[config.mk]
export PLATFORM = sky130hd
export DESIGN_NAME = traffic_ctrl
export DESIGN_NICKNAME = d
export VERILOG_FILES = /design/src/rtl/traffic_ctrl.sv
export SDC_FILE = /design/constraint.sdc
export NUM_CORES = 1
export LEC_CHECK = 0
export CORE_MARGIN = 3
export CORE_UTILIZATION = 35
export CTS_CLUSTER_DIAMETER = 200
export CTS_CLUSTER_SIZE = 24
export DETAILED_ROUTE_END_ITERATION = 8
export GPL_ROUTABILITY_DRIVEN = 0
export MAX_ROUTING_LAYER = met4
export PLACE_DENSITY_LB_ADDON = 0.25
export SETUP_SLACK_MARGIN = 0.3
export SYNTH_ARGS = -nofsm -noshare
export SYNTH_HDL_FRONTEND = slang
export SYNTH_SLANG_ARGS = --single-unit
[constraint.sdc]
create_clock -name clk -period 2.6 [get_ports clk]
set_input_delay 0.26 -clock clk [delete_from_list [all_inputs] [get_ports clk]]
set_output_delay 0.26 -clock clk [all_outputs]
set_load 0.01 [all_outputs]
[src/rtl/traffic_ctrl.sv]
// rtl/traffic_ctrl.sv - two-road traffic light controller with pedestrian walk phase
module traffic_ctrl #(
    parameter int GREEN_CYC  = 10,
    parameter int YELLOW_CYC = 3,
    parameter int ALLRED_CYC = 2,
    parameter int WALK_CYC   = 5,
    parameter int MIN_GREEN  = 4
) (
    input  logic       clk,
    input  logic       reset,
    input  logic       button_state,
    output logic [2:0] ns_light,
    output logic [2:0] ew_light,
    output logic       walk,
    output logic       ped_pending
);

    // Zero-length phases are stretched to one cycle; minimum green never exceeds green.
    localparam int G_EFF   = (GREEN_CYC  < 1) ? 1 : GREEN_CYC;
    localparam int Y_EFF   = (YELLOW_CYC < 1) ? 1 : YELLOW_CYC;
    localparam int R_EFF   = (ALLRED_CYC < 1) ? 1 : ALLRED_CYC;
    localparam int W_EFF   = (WALK_CYC   < 1) ? 1 : WALK_CYC;
    localparam int MIN_RAW = (MIN_GREEN  < 1) ? 1 : MIN_GREEN;
    localparam int MIN_EFF = (MIN_RAW > G_EFF) ? G_EFF : MIN_RAW;

    localparam logic [15:0] G_LD  = 16'(G_EFF - 1);
    localparam logic [15:0] Y_LD  = 16'(Y_EFF - 1);
    localparam logic [15:0] R_LD  = 16'(R_EFF - 1);
    localparam logic [15:0] W_LD  = 16'(W_EFF - 1);
    // Counter value seen on the last cycle of a green cut short to MIN_EFF cycles.
    localparam logic [15:0] G_THR = 16'(G_EFF - MIN_EFF);

    localparam logic [2:0] LAMP_RED = 3'b100;
    localparam logic [2:0] LAMP_YEL = 3'b010;
    localparam logic [2:0] LAMP_GRN = 3'b001;

    typedef enum logic [2:0] {
        RED2 = 3'd0,
        NS_G = 3'd1,
        NS_Y = 3'd2,
        RED1 = 3'd3,
        EW_G = 3'd4,
        EW_Y = 3'd5,
        WALK = 3'd6
    } state_t;

    state_t      state_q, state_d;
    logic [15:0] cnt_q, cnt_d;
    logic        ped_q, ped_d;
    logic        btn_q, btn_d;

    logic        expired;
    logic        green_cut;
    logic        rise;

    assign expired   = (cnt_q == 16'd0);
    assign green_cut = ped_q && (cnt_q == G_THR);
    assign rise      = button_state && !btn_q;

    function automatic logic [15:0] load_val(input state_t s);
        case (s)
            NS_G, EW_G: load_val = G_LD;
            NS_Y, EW_Y: load_val = Y_LD;
            WALK:       load_val = W_LD;
            default:    load_val = R_LD;
        endcase
    endfunction

    // Next phase, phase counter reload, and pedestrian request bookkeeping.
    always_comb begin
        state_d = state_q;
        cnt_d   = cnt_q - 16'd1;
        btn_d   = button_state;
        ped_d   = ped_q;

        case (state_q)
            RED2:    if (expired) state_d = ped_q ? WALK : NS_G;
            NS_G:    if (expired || green_cut) state_d = NS_Y;
            NS_Y:    if (expired) state_d = RED1;
            RED1:    if (expired) state_d = EW_G;
            EW_G:    if (expired || green_cut) state_d = EW_Y;
            EW_Y:    if (expired) state_d = RED2;
            WALK:    if (expired) state_d = NS_G;
            default: state_d = RED2;
        endcase

        if (state_d != state_q) begin
            cnt_d = load_val(state_d);
        end

        // Presses during the walk are dropped; entering the walk wins over a new press.
        if (rise && (state_q != WALK)) begin
            ped_d = 1'b1;
        end
        if ((state_d == WALK) && (state_q != WALK)) begin
            ped_d = 1'b0;
        end
    end

    // State, counter and request registers; reset lands in all-red clearance.
    always_ff @(posedge clk or negedge reset) begin
        if (!reset) begin
            state_q <= RED2;
            cnt_q   <= R_LD;
            ped_q   <= 1'b0;
            btn_q   <= 1'b0;
        end else begin
            state_q <= state_d;
            cnt_q   <= cnt_d;
            ped_q   <= ped_d;
            btn_q   <= btn_d;
        end
    end

    // Lamp decode from the current phase only.
    always_comb begin
        ns_light = LAMP_RED;
        ew_light = LAMP_RED;
        walk     = 1'b0;
        case (state_q)
            NS_G:    ns_light = LAMP_GRN;
            NS_Y:    ns_light = LAMP_YEL;
            EW_G:    ew_light = LAMP_GRN;
            EW_Y:    ew_light = LAMP_YEL;
            WALK:    walk     = 1'b1;
            default: ;
        endcase
    end

    assign ped_pending = ped_q;

endmodule

# == Word level (Yosys, flattened, before mapping) ==
# Index checks and enable logic that the tools add are counted.
# word_totals
ff_bits,21
in_bits,3
out_inout_bits,8
elab_cells,46
# op_classes
add_sub_neg,1
n_eq_ne,14
n_mux,16
reduce_logical,11
# op_table
cell,count
two-way mux 3 bit,8
one-hot mux 3 bit (7 select lines),1
== test 3 bit (second input constant),6
== test 16 x 3 -> 1 bit (second input constant),1
zero test 16 bit,1
two-way mux 16 bit,1
subtractor 16 x 1 -> 16 bit (second input constant),1
one-hot mux 3 bit (2 select lines),2
one-hot mux 4 bit (3 select lines),1
== test 3 x 2 -> 1 bit (second input constant),3
== test 3 x 1 -> 1 bit (second input constant),2
logical AND 1 bit,4
OR reduction 2 bit,2
zero test 3 bit,1
two-way mux 1 bit,3
!= test 3 bit,1
!= test 3 bit (second input constant),1
nonzero test 2 bit,1
zero test 1 bit,1
logical OR 1 bit,1

# == Depth between registers and ports, before layout ==
# Gate-level depths: netlist (run 1).
# logic_depth
depth_word,9
ltp_mapped,9
ltp_nobuf,8

# == Least setup slack after synthesis (run 1) ==
# Ideal clock, no wire load.
# synth_timing
path_type,register to register
from,register cnt_q[0]
to,register cnt_q[0]
setup_ps,86
t_arrival_ps,2120
t_required_ps,2514
setup_slack_ps,394
stages_incl_launch_ff,9
path_buffers,0
synth_period_minus_slack_ps,2206
cell_sequence,dfstp_2 inv_1 ha_1 nor3b_2 nand4_2 maj3_2 a221o_1 nor3b_2 o31ai_2
# synth_between
elab_chain_len,9
elab_cells_between_ends,23
cone_classes,1 x add/sub; 7 x eq/ne; 10 x mux; 5 x reduce/logical
# synth_rtl
element,line_no,rtl
from (decl),48,"logic [15:0] cnt_q, cnt_d;"
from (signal assigned),109,cnt_q <= cnt_d;
== test 16 x 3 -> 1 bit,57,assign green_cut = ped_q && (cnt_q == G_THR);
logical AND 1 bit,57,
logical OR 1 bit,"78, 81",
two-way mux 3 bit (on tied branches),"81, 78",
one-hot mux 3 bit (7 select lines) (*),76,case (state_q)
named net state_d[1],47,"state_t state_q, state_d;"
== test 3 x 2 -> 1 bit (tied with other cells),61,case (s)
OR reduction 2 bit,61,
one-hot mux 4 bit (3 select lines),61,
two-way mux 16 bit (*),87,if (state_d != state_q) begin
named net cnt_d[0],48,
# The timed path passes the listed nets; every way through them passes the cells marked *.
# A chain may end at the register's enable or synchronous reset.

# == Final worst setup path (run 1) ==
# layout_timing
from,register cnt_q[1]
to,register cnt_q[3]
# The elaborated chain is that of the path after synthesis.

==> results of run 1 <==
-- power groups by stage --
stage	sequential (mW)	combinational [mW]	clock (mW)
after global routing	0.756	0.890	0.197
after detailed placement	0.702	0.688	0
final	0.725	0.801	0.169
after global placement	0.700	0.674	0
after floorplan	0.626	0.538	0
after CTS	0.708	0.732	0.179
-- metal layers --
| metal | share of wire [%] | vias to the layer above | track usage, % |
|---|---|---|---|
| li1 | - | 504 | - |
| met1 | 50 | 500 | 18.6 |
| met2 | 45 | 10 | 20.5 |
| met3 | 2.0 | 5 | 2.04 |
| met4 | 2.3 | 0 | 6.85 |
| met5 | 0 | - | - |
-- Yosys cell counts (2+ instances only) --
cell type,instances,area share (%)
sky130_fd_sc_hd__a21oi_1,2,0.79
sky130_fd_sc_hd__a221o_1,2,1.6
sky130_fd_sc_hd__and4_2,2,1.6
sky130_fd_sc_hd__clkbuf_1,4,1.2
sky130_fd_sc_hd__dfrtp_1,20,40
sky130_fd_sc_hd__ha_1,2,2.0
sky130_fd_sc_hd__inv_1,5,1.5
sky130_fd_sc_hd__nand2_1,11,3.3
sky130_fd_sc_hd__nand2b_1,4,2.0
sky130_fd_sc_hd__nand3_1,2,0.79
sky130_fd_sc_hd__nor2_1,24,7.1
sky130_fd_sc_hd__nor3_1,7,2.8
sky130_fd_sc_hd__nor3b_2,2,2.0
sky130_fd_sc_hd__nor4_1,4,2.0
sky130_fd_sc_hd__nor4_4,2,3.4
sky130_fd_sc_hd__o211ai_1,2,1.2
sky130_fd_sc_hd__o21bai_1,2,1.2
sky130_fd_sc_hd__xnor2_1,10,6.9
sky130_fd_sc_hd__xor2_1,3,2.1
-- state kept, by name, summed over array words and instances, names as in the netlist --
register / count
cnt_q: 16
ped_pending: 1
state_q: 3
btn_q: 1
-- cell usage in the layout (no fill, tap or decap), types with 2 or more instances in the layout --
cell type	count
sky130_fd_sc_hd__nor2_1	24
sky130_fd_sc_hd__xnor2_1	10
sky130_fd_sc_hd__buf_4	14
sky130_fd_sc_hd__nor4_4	3
sky130_fd_sc_hd__dfrtp_1	18
sky130_fd_sc_hd__dfrtp_2	2
sky130_fd_sc_hd__nor3_1	6
sky130_fd_sc_hd__clkbuf_4	3
sky130_fd_sc_hd__o21bai_1	2
sky130_fd_sc_hd__nand2b_1	4
sky130_fd_sc_hd__nand2_1	11
sky130_fd_sc_hd__nand3_1	2
sky130_fd_sc_hd__xor2_1	3
sky130_fd_sc_hd__clkdlybuf4s50_1	10
sky130_fd_sc_hd__nor4_1	4
sky130_fd_sc_hd__inv_1	3
sky130_fd_sc_hd__inv_2	2
sky130_fd_sc_hd__o211ai_1	2
sky130_fd_sc_hd__a21oi_1	2
-- layout make-up --
class | instances | area share (%)
Clock buffer | 3 | 1.42
Multi-Input combinational cell | 101 | 47.1
Sequential cell | 21 | 33.3
Tap cell | 46 | 3.62
Inverter | 5 | 1.18
Timing Repair Buffer | 24 | 12.9
Clock inverter | 1 | 0.472
-- timing repair --
action                                 in CTS  in global routing
endpoints found under the hold margin       0                  0
buffers inserted                            2                  7
pin swaps                                   0                  9
setup endpoints to repair                   3                  5
resized for setup                           5                  8
-- kinds of logic (layout without fill, tap and decap cells) --
family | count (synthesis) | count (layout) | share of synthesized area [%]
flops | 21 | 21 | 41.7
simple gates | 65 | 65 | 29.6
mux | 1 | 1 | 0.793
fa+ha+maj | 3 | 3 | 2.87
compound gates | 19 | 19 | 12.9
buf+inv | 10 | 33 | 3.07
xor+xnor | 13 | 13 | 9.02
-- worst max-delay path, cell delays in order, from the launching register on --
cell and delay [ns]:
sky130_fd_sc_hd__dfrtp_1 0.42, sky130_fd_sc_hd__inv_2 0.08, sky130_fd_sc_hd__ha_4 0.15, sky130_fd_sc_hd__nor3b_4 0.28, sky130_fd_sc_hd__nand4_4 0.16, sky130_fd_sc_hd__maj3_2 0.33
sky130_fd_sc_hd__a221o_1 0.36, sky130_fd_sc_hd__o41ai_2 0.35
-- metrics by stage --
stage                     hold WS, ns  setup slack, ns  instance area (µm²)  utilization (%)  std cells
after floorplan               -0.0356            0.394                 1260                -        132
after global placement          0.552            0.276                 1440             42.1        188
after detailed placement        0.558            0.173                 1440             42.1        188
after CTS                       0.259            0.284                 1510             44.1        194
after global routing            0.257            0.296                 1590             46.5        201
final                           0.262            0.377                 1590             46.5        201
-- worst paths after layout --
| kind | start | to | slack [ns] | cells past startpoint |
|---|---|---|---|---|
| hold reg to reg | cnt_q[7] | cnt_q[7] | 0.58 | 2 |
| hold / removal | reset | cnt_q[9] | 0.26 | 2 |
| setup / recovery | cnt_q[1] | cnt_q[3] | 0.38 | 7 |
| max in group asynchronous | reset | cnt_q[0] | 2.05 | 2 |
| min in group clk | button_state | btn_q | 0.40 | 1 |
| setup reg to reg | cnt_q[1] | cnt_q[3] | 0.38 | 7 |
==> results.env, run 1 <==
RUN_STATUS='completed'
DETAILEDROUTE.FIRSTITERATIONVIOLATIONS=68
GRT_ANTENNA_BEFORE_REPAIR=0
FINALSETUPVIOLCOUNT=0
UNREPAIRED_SETUP_ENDPOINTS_AFTER_GLOBAL_ROUTING='false'
CTS_HOLD_FIX_BUFS=0
CORE-AREA_UM2=3420
GLOBAL_ROUTE.USAGE.TOTAL_PCT=13.9
ANT_NETS=0
TOP_LEVEL_PORTS=11
H-TREE-DEPTH=1
REPORT.FINAL.HOLD_VIOL_COUNT=0
CTS.PATH.MAX_BUFFERS=2
LEAKAGE_POWER_OF_THE_DESIGN_nW=0.633
MAXSLEWHEADROOM_PCT=75.2
MIN_PERIOD_NS=2.22
REPORT.POWER.TOTAL_mW=1.70
TRITONCTS_SINKS=21
YS_ASYNC_SR_FRACTION_PCT=100
WORSTPATHREQUIRED_NS=2.82
POST_SYNTH_INSTANCE_AREA_UM2=1260
LAYOUT.FILLER_CELLS=332
GRT_PASS1_WL_MM=4.49
NUMBER_OF_DISTINCT_LIBRARY_CELLS_AFTER_SYNTHESIS=41
WORSTPATHMAXFANOUT=4
PWR-SHARE-CLK_PCT=10.0
GRT_MAX_DEGREE=22
CAP_VIOLATIONS=0
DIEAREA_UM2=4360
ANTENNA_CELLS=0
TOTALWIRELENGTH_MM=2.65
MIN_PATH_TYPE='in -> async'
VDD_DROP_MAX_mV=0.461
DRT_FIRST_PASS_ITERS=4
CLOCK_PIN_SLEW_ON_THE_WORST_SETUP_AND_HOLD_PATHS_NS=0.13
CELL_INTERNAL_PWR_mW=0.957
SW_FRAC_OF_TOTAL_PCT=43.6
ROUTED_VIA_DENSITY=5.07
DETAILEDPLACEMENTHPWL_MM=1.86
PWR_CELL_AREA_nW_PER_UM2=1070
SYNTH_AREA_PER_CELL_UM2=9.56
CP.ARRIVAL_NS=2.44
SYNTH.FF_LATCH_COUNT=21
SEQ_POWER_SHARE_PCT=42.8
WORSTSETUPSTARTPOINTTYPE='register'
DRIVE_ABOVE_1_SHARE_PCT=27.1
FINAL-SEQ-AREA_UM2=529
DIE_HEIGHT_UM=66.1
SYNTH_FP_NETS=137
STD_CELL_ROWS=21
POST_DRT_WL_PER_CELL_UM=13.2
FINISH.NET_COUNT=161
SYNTH_SEQUENTIAL_AREA_RATIO_PCT=41.7
CLK_LATENCY_NS=0.32
CHIPWIDTH_UM=66.1
MULTI_INPUT_AREA_UM2=748
START_UTIL_PCT=37.0
YOSYS_WARNINGS=0
CTS_MADE_BUFFERS=3
WORST-SETUP-PATH-TYPE='reg -> reg'
NETLIST_INSTANCES=132
ACHIEVABLE-FREQUENCY_MHz=450
FIN_SETUP_TNS_NS=0
GRT-OVFL-TOTAL=0
DR_TOTAL_VIAS=1019
AREA_DELTA_SYNTH_FINAL_PCT=25.9
MAXSLEWVIOLCOUNT=0
SYNTH_ENABLE_FLOP_CELLS=0
PORT-BUFFER-COUNT=10
WORST-SLEW-PIN-TRANSITION_NS=0.369
FIRST_GLOBAL_VIAS=953
DRT_DRC_VIOLATIONS_LEFT=0
ENDPOINT_KIND='register'
SYNTH_FLOP_CELL='sky130_fd_sc_hd__dfrtp_1'
CTS_ROOT_BUFFER='sky130_fd_sc_hd__clkbuf_4'
CTS_TREE='yes'
NETSWITCHINGPOWER_mW=0.739
COMB_POWER_SHARE_PCT=47.3
FINALCLOCKSKEW_NS=0.0139
TIMING.FINAL.CRIT_SHARE_PCT=85.5
Power figures use the tool's default switching activity.
==> run 2, diff against run 1 <==
--- a/config.mk
+++ b/config.mk
@@ -5,6 +5,7 @@
 export SDC_FILE = /design/constraint.sdc
 export NUM_CORES = 1
 export LEC_CHECK = 0
+export ABC_AREA = 1
 export CORE_MARGIN = 3
 export CORE_UTILIZATION = 35
 export CTS_CLUSTER_DIAMETER = 200
==> run 2 against run 1 <==
Sequential share of layout area decreased by 0.82 points. Critical endpoint is now cnt_q[1]. Register-to-register slack improved by 0.11 ns. Critical path type unchanged. Die area is 11% higher. Fmax up 5.0%.
==> results.env, run 2 <==
FINISH.NET_COUNT=196
SYNTH_FP_NETS=181
REG.LARGEST.LIST='cnt_q (16), state_q (3)'
WORST-SLEW-PIN-TRANSITION_NS=0.400
MAXSLEWVIOLCOUNT=0
TRITONCTS_SINKS=21
CTS_MADE_BUFFERS=3
CAP_VIOLATIONS=0
R2R-START='cnt_q[0]'
ENDPOINT_KIND='register'
SYNTH.MOST_COMMON_CELL='sky130_fd_sc_hd__nand2_1'
LAYOUT.FILLER_CELLS=375
POST_SYNTH_INSTANCE_AREA_UM2=1420
DIEAREA_UM2=4840
STD_CELL_ROWS=22
SYNTH_ENABLE_FLOP_CELLS=0
SYNTHTOPCELLSBYCOUNT='sky130_fd_sc_hd__nand2_1, sky130_fd_sc_hd__nor2_1, sky130_fd_sc_hd__dfrtp_1, sky130_fd_sc_hd__inv_1, sky130_fd_sc_hd__nand3_1'
PORT-BUFFER-COUNT=10
WORSTPATHMAXFANOUT=15
MOST_COMMON_CELL_AFTER_LAYOUT_FILL_AND_TAPS_ASIDE='sky130_fd_sc_hd__nand2_1'
ANT_NETS=0
TIMING.CRITICAL_PATH.BUF_INV=1
RRSETUPSLACK_NS=0.48
WORSTREGTOREGCELLS=14
CHIPWIDTH_UM=69.6
CTS_ROOT_BUFFER='sky130_fd_sc_hd__clkbuf_8'
SYNTH.FF_LATCH_COUNT=21
CRIT_PATH_MAX_INCR_DELAY_NS=0.52
GRT-OVFL-TOTAL=0
MIN_PERIOD_NS=2.12
MAXSLEWHEADROOM_PCT=73.1
ACHIEVABLE-FREQUENCY_MHz=472
GRT_MAX_DEGREE=22
FIRST_GLOBAL_VIAS=1081
PATH_DELAY_FAMILY='simple AND/OR/NAND/NOR gates'
GLOBAL_ROUTE.USAGE.TOTAL_PCT=11.9
DRT_DRC_VIOLATIONS_LEFT=0
TIMING.FINAL.CRIT_SHARE_PCT=81.4
WORSTPATHREQUIRED_NS=2.75
MULTI_INPUT_AREA_UM2=796
FINAL_CELL_MIX='sky130_fd_sc_hd__nand2_1, sky130_fd_sc_hd__nor2_1, sky130_fd_sc_hd__dfrtp_1'
MIN_PATH_TYPE='in -> async'
YOSYS.AREA.TOP_TYPE_SHARE_PCT=35.4
ROUTED_VIA_DENSITY=4.91
TOTALWIRELENGTH_MM=2.72
WORST-SETUP-PATH-TYPE='reg -> reg'
NETLIST_INSTANCES=176
GRT_ANTENNA_BEFORE_REPAIR=0
FINALSETUPVIOLCOUNT=0
CTS.PATH.MAX_BUFFERS=2
DETAILEDPLACEMENTHPWL_MM=2.05
SYNTH_AREA_PER_CELL_UM2=8.04
SYNTH_SEQUENTIAL_AREA_RATIO_PCT=37.2
CORE-AREA_UM2=3770
POST_DRT_WL_PER_CELL_UM=11.4
FIN_SETUP_TNS_NS=0
TIMING.CRITICAL_PATH.MODE_CELL='sky130_fd_sc_hd__nand2_1'
FINAL-SEQ-AREA_UM2=527
CP.ARRIVAL_NS=2.27
FINALCLOCKSKEW_NS=0.000885
CTS_TREE='yes'
DRIVE_ABOVE_1_SHARE_PCT=21.1
DETAILEDROUTE.FIRSTITERATIONVIOLATIONS=75
YS_ASYNC_SR_FRACTION_PCT=100
NUMBER_OF_DISTINCT_LIBRARY_CELLS_AFTER_SYNTHESIS=28
DRT_FIRST_PASS_ITERS=4
UNREPAIRED_SETUP_ENDPOINTS_AFTER_GLOBAL_ROUTING='false'
RUN_STATUS='completed'
YOSYS_WARNINGS=0
GRT_PASS1_WL_MM=4.71
TOP_LEVEL_PORTS=11
SYNTH_FLOP_CELL='sky130_fd_sc_hd__dfrtp_1'
MAX_FLOP_REGISTER='cnt_q'
AREA_DELTA_SYNTH_FINAL_PCT=14.6
DIE_HEIGHT_UM=69.6
ANTENNA_CELLS=0
CLOCK_PIN_SLEW_ON_THE_WORST_SETUP_AND_HOLD_PATHS_NS=0.07
DR_TOTAL_VIAS=1168
REPORT.FINAL.HOLD_VIOL_COUNT=0
YOSYS-TOP-CELLS-AREA='sky130_fd_sc_hd__dfrtp_1, sky130_fd_sc_hd__nand2_1, sky130_fd_sc_hd__nor2_1'
MAX_FFS_PER_REGISTER=16
H-TREE-DEPTH=1
START_UTIL_PCT=37.5
CRIT-REG2REG-CAPTURE='cnt_q[1]'
WORSTSETUPSTARTPOINTTYPE='register'
CP_CELL_SEQUENCE='inv_1, ha_1, nand2_4, nor2_8, nand3_1, nand2_1, nand2_1, nand2_1, nand2_4, nand2_1, nand2_4, nand2_8, nand2_1, nand2_1'
CPMAXSTAGEDELAYCELL='sky130_fd_sc_hd__dfstp_2'
CLK_LATENCY_NS=0.26
SYNTH_LARGEST_AREA_CELL='sky130_fd_sc_hd__dfrtp_1'
## run 2: cell count changes in the layout (fill, tap and decap cells not counted), moves of 5 or more
cell,delta
sky130_fd_sc_hd__nand2_1,+23
sky130_fd_sc_hd__inv_1,+16
sky130_fd_sc_hd__buf_4,-13
sky130_fd_sc_hd__nand3_1,+12
sky130_fd_sc_hd__nor2_2,+12
sky130_fd_sc_hd__xnor2_1,-5
sky130_fd_sc_hd__xor2_1,+5
## run 2: what timing repair did
action	in CTS	in global routing
buffers inserted	0	0
gates resized for setup	0	2
hold buffers	0	0
endpoints found under the setup margin	0	5
## run 2: per-stage QoR
stage	cells	hold WS [ns]	util [%]	worst slack [ns]	area, µm²
floorplan	176	-0.0356	-	0.690	1420
global placement	234	0.514	41.4	0.537	1560
detailed placement	234	0.521	41.4	0.484	1560
CTS	238	0.356	42.6	0.466	1610
global route	238	0.367	43.0	0.308	1620
finish	238	0.348	43.0	0.483	1620
## run 2: layout make-up
type | count | share of cell area [%]
multi-input cells | 131 | 49.1
flip-flops and latches | 21 | 32.5
repair buffers | 11 | 6.64
inverters | 23 | 5.32
well taps | 48 | 3.70
clock buffers | 4 | 2.78
## run 2: routing by layer
metal,GRT usage [%],up-vias,part of all wire (%)
met5,-,-,0
met4,1.95,0,0.62
met3,3.04,4,4.8
met2,19.3,27,49
met1,15.4,557,45
li1,-,580,-
## run 2: worst max-delay path by stage
stage	depth (start not counted)	slack, ns	to	startpoint
3_5_place_dp	14	0.48	cnt_q[1]	cnt_q[0]
2_1_floorplan	13	0.69	cnt_q[11]	cnt_q[0]
5_1_grt	14	0.31	cnt_q[1]	cnt_q[0]
3_3_place_gp	14	0.54	cnt_q[1]	cnt_q[0]
6_report	14	0.48	cnt_q[1]	cnt_q[0]
4_1_cts	14	0.47	cnt_q[1]	cnt_q[0]
## run 2: cell families after synthesis
family | Yosys count | synth area share, %
adders and majority gates | 2 | 1.77
xor gates and xnor gates | 13 | 8.05
buffers and inverters | 24 | 7.52
DFF | 21 | 37.2
and+or+nand+nor | 107 | 41.4
AOI/OAI and AO/OA | 9 | 4.07
Power of run 2 is left out: the tool's default activity adds up to more than one toggle a clock period on the data nets, which glitch-free logic cannot reach.
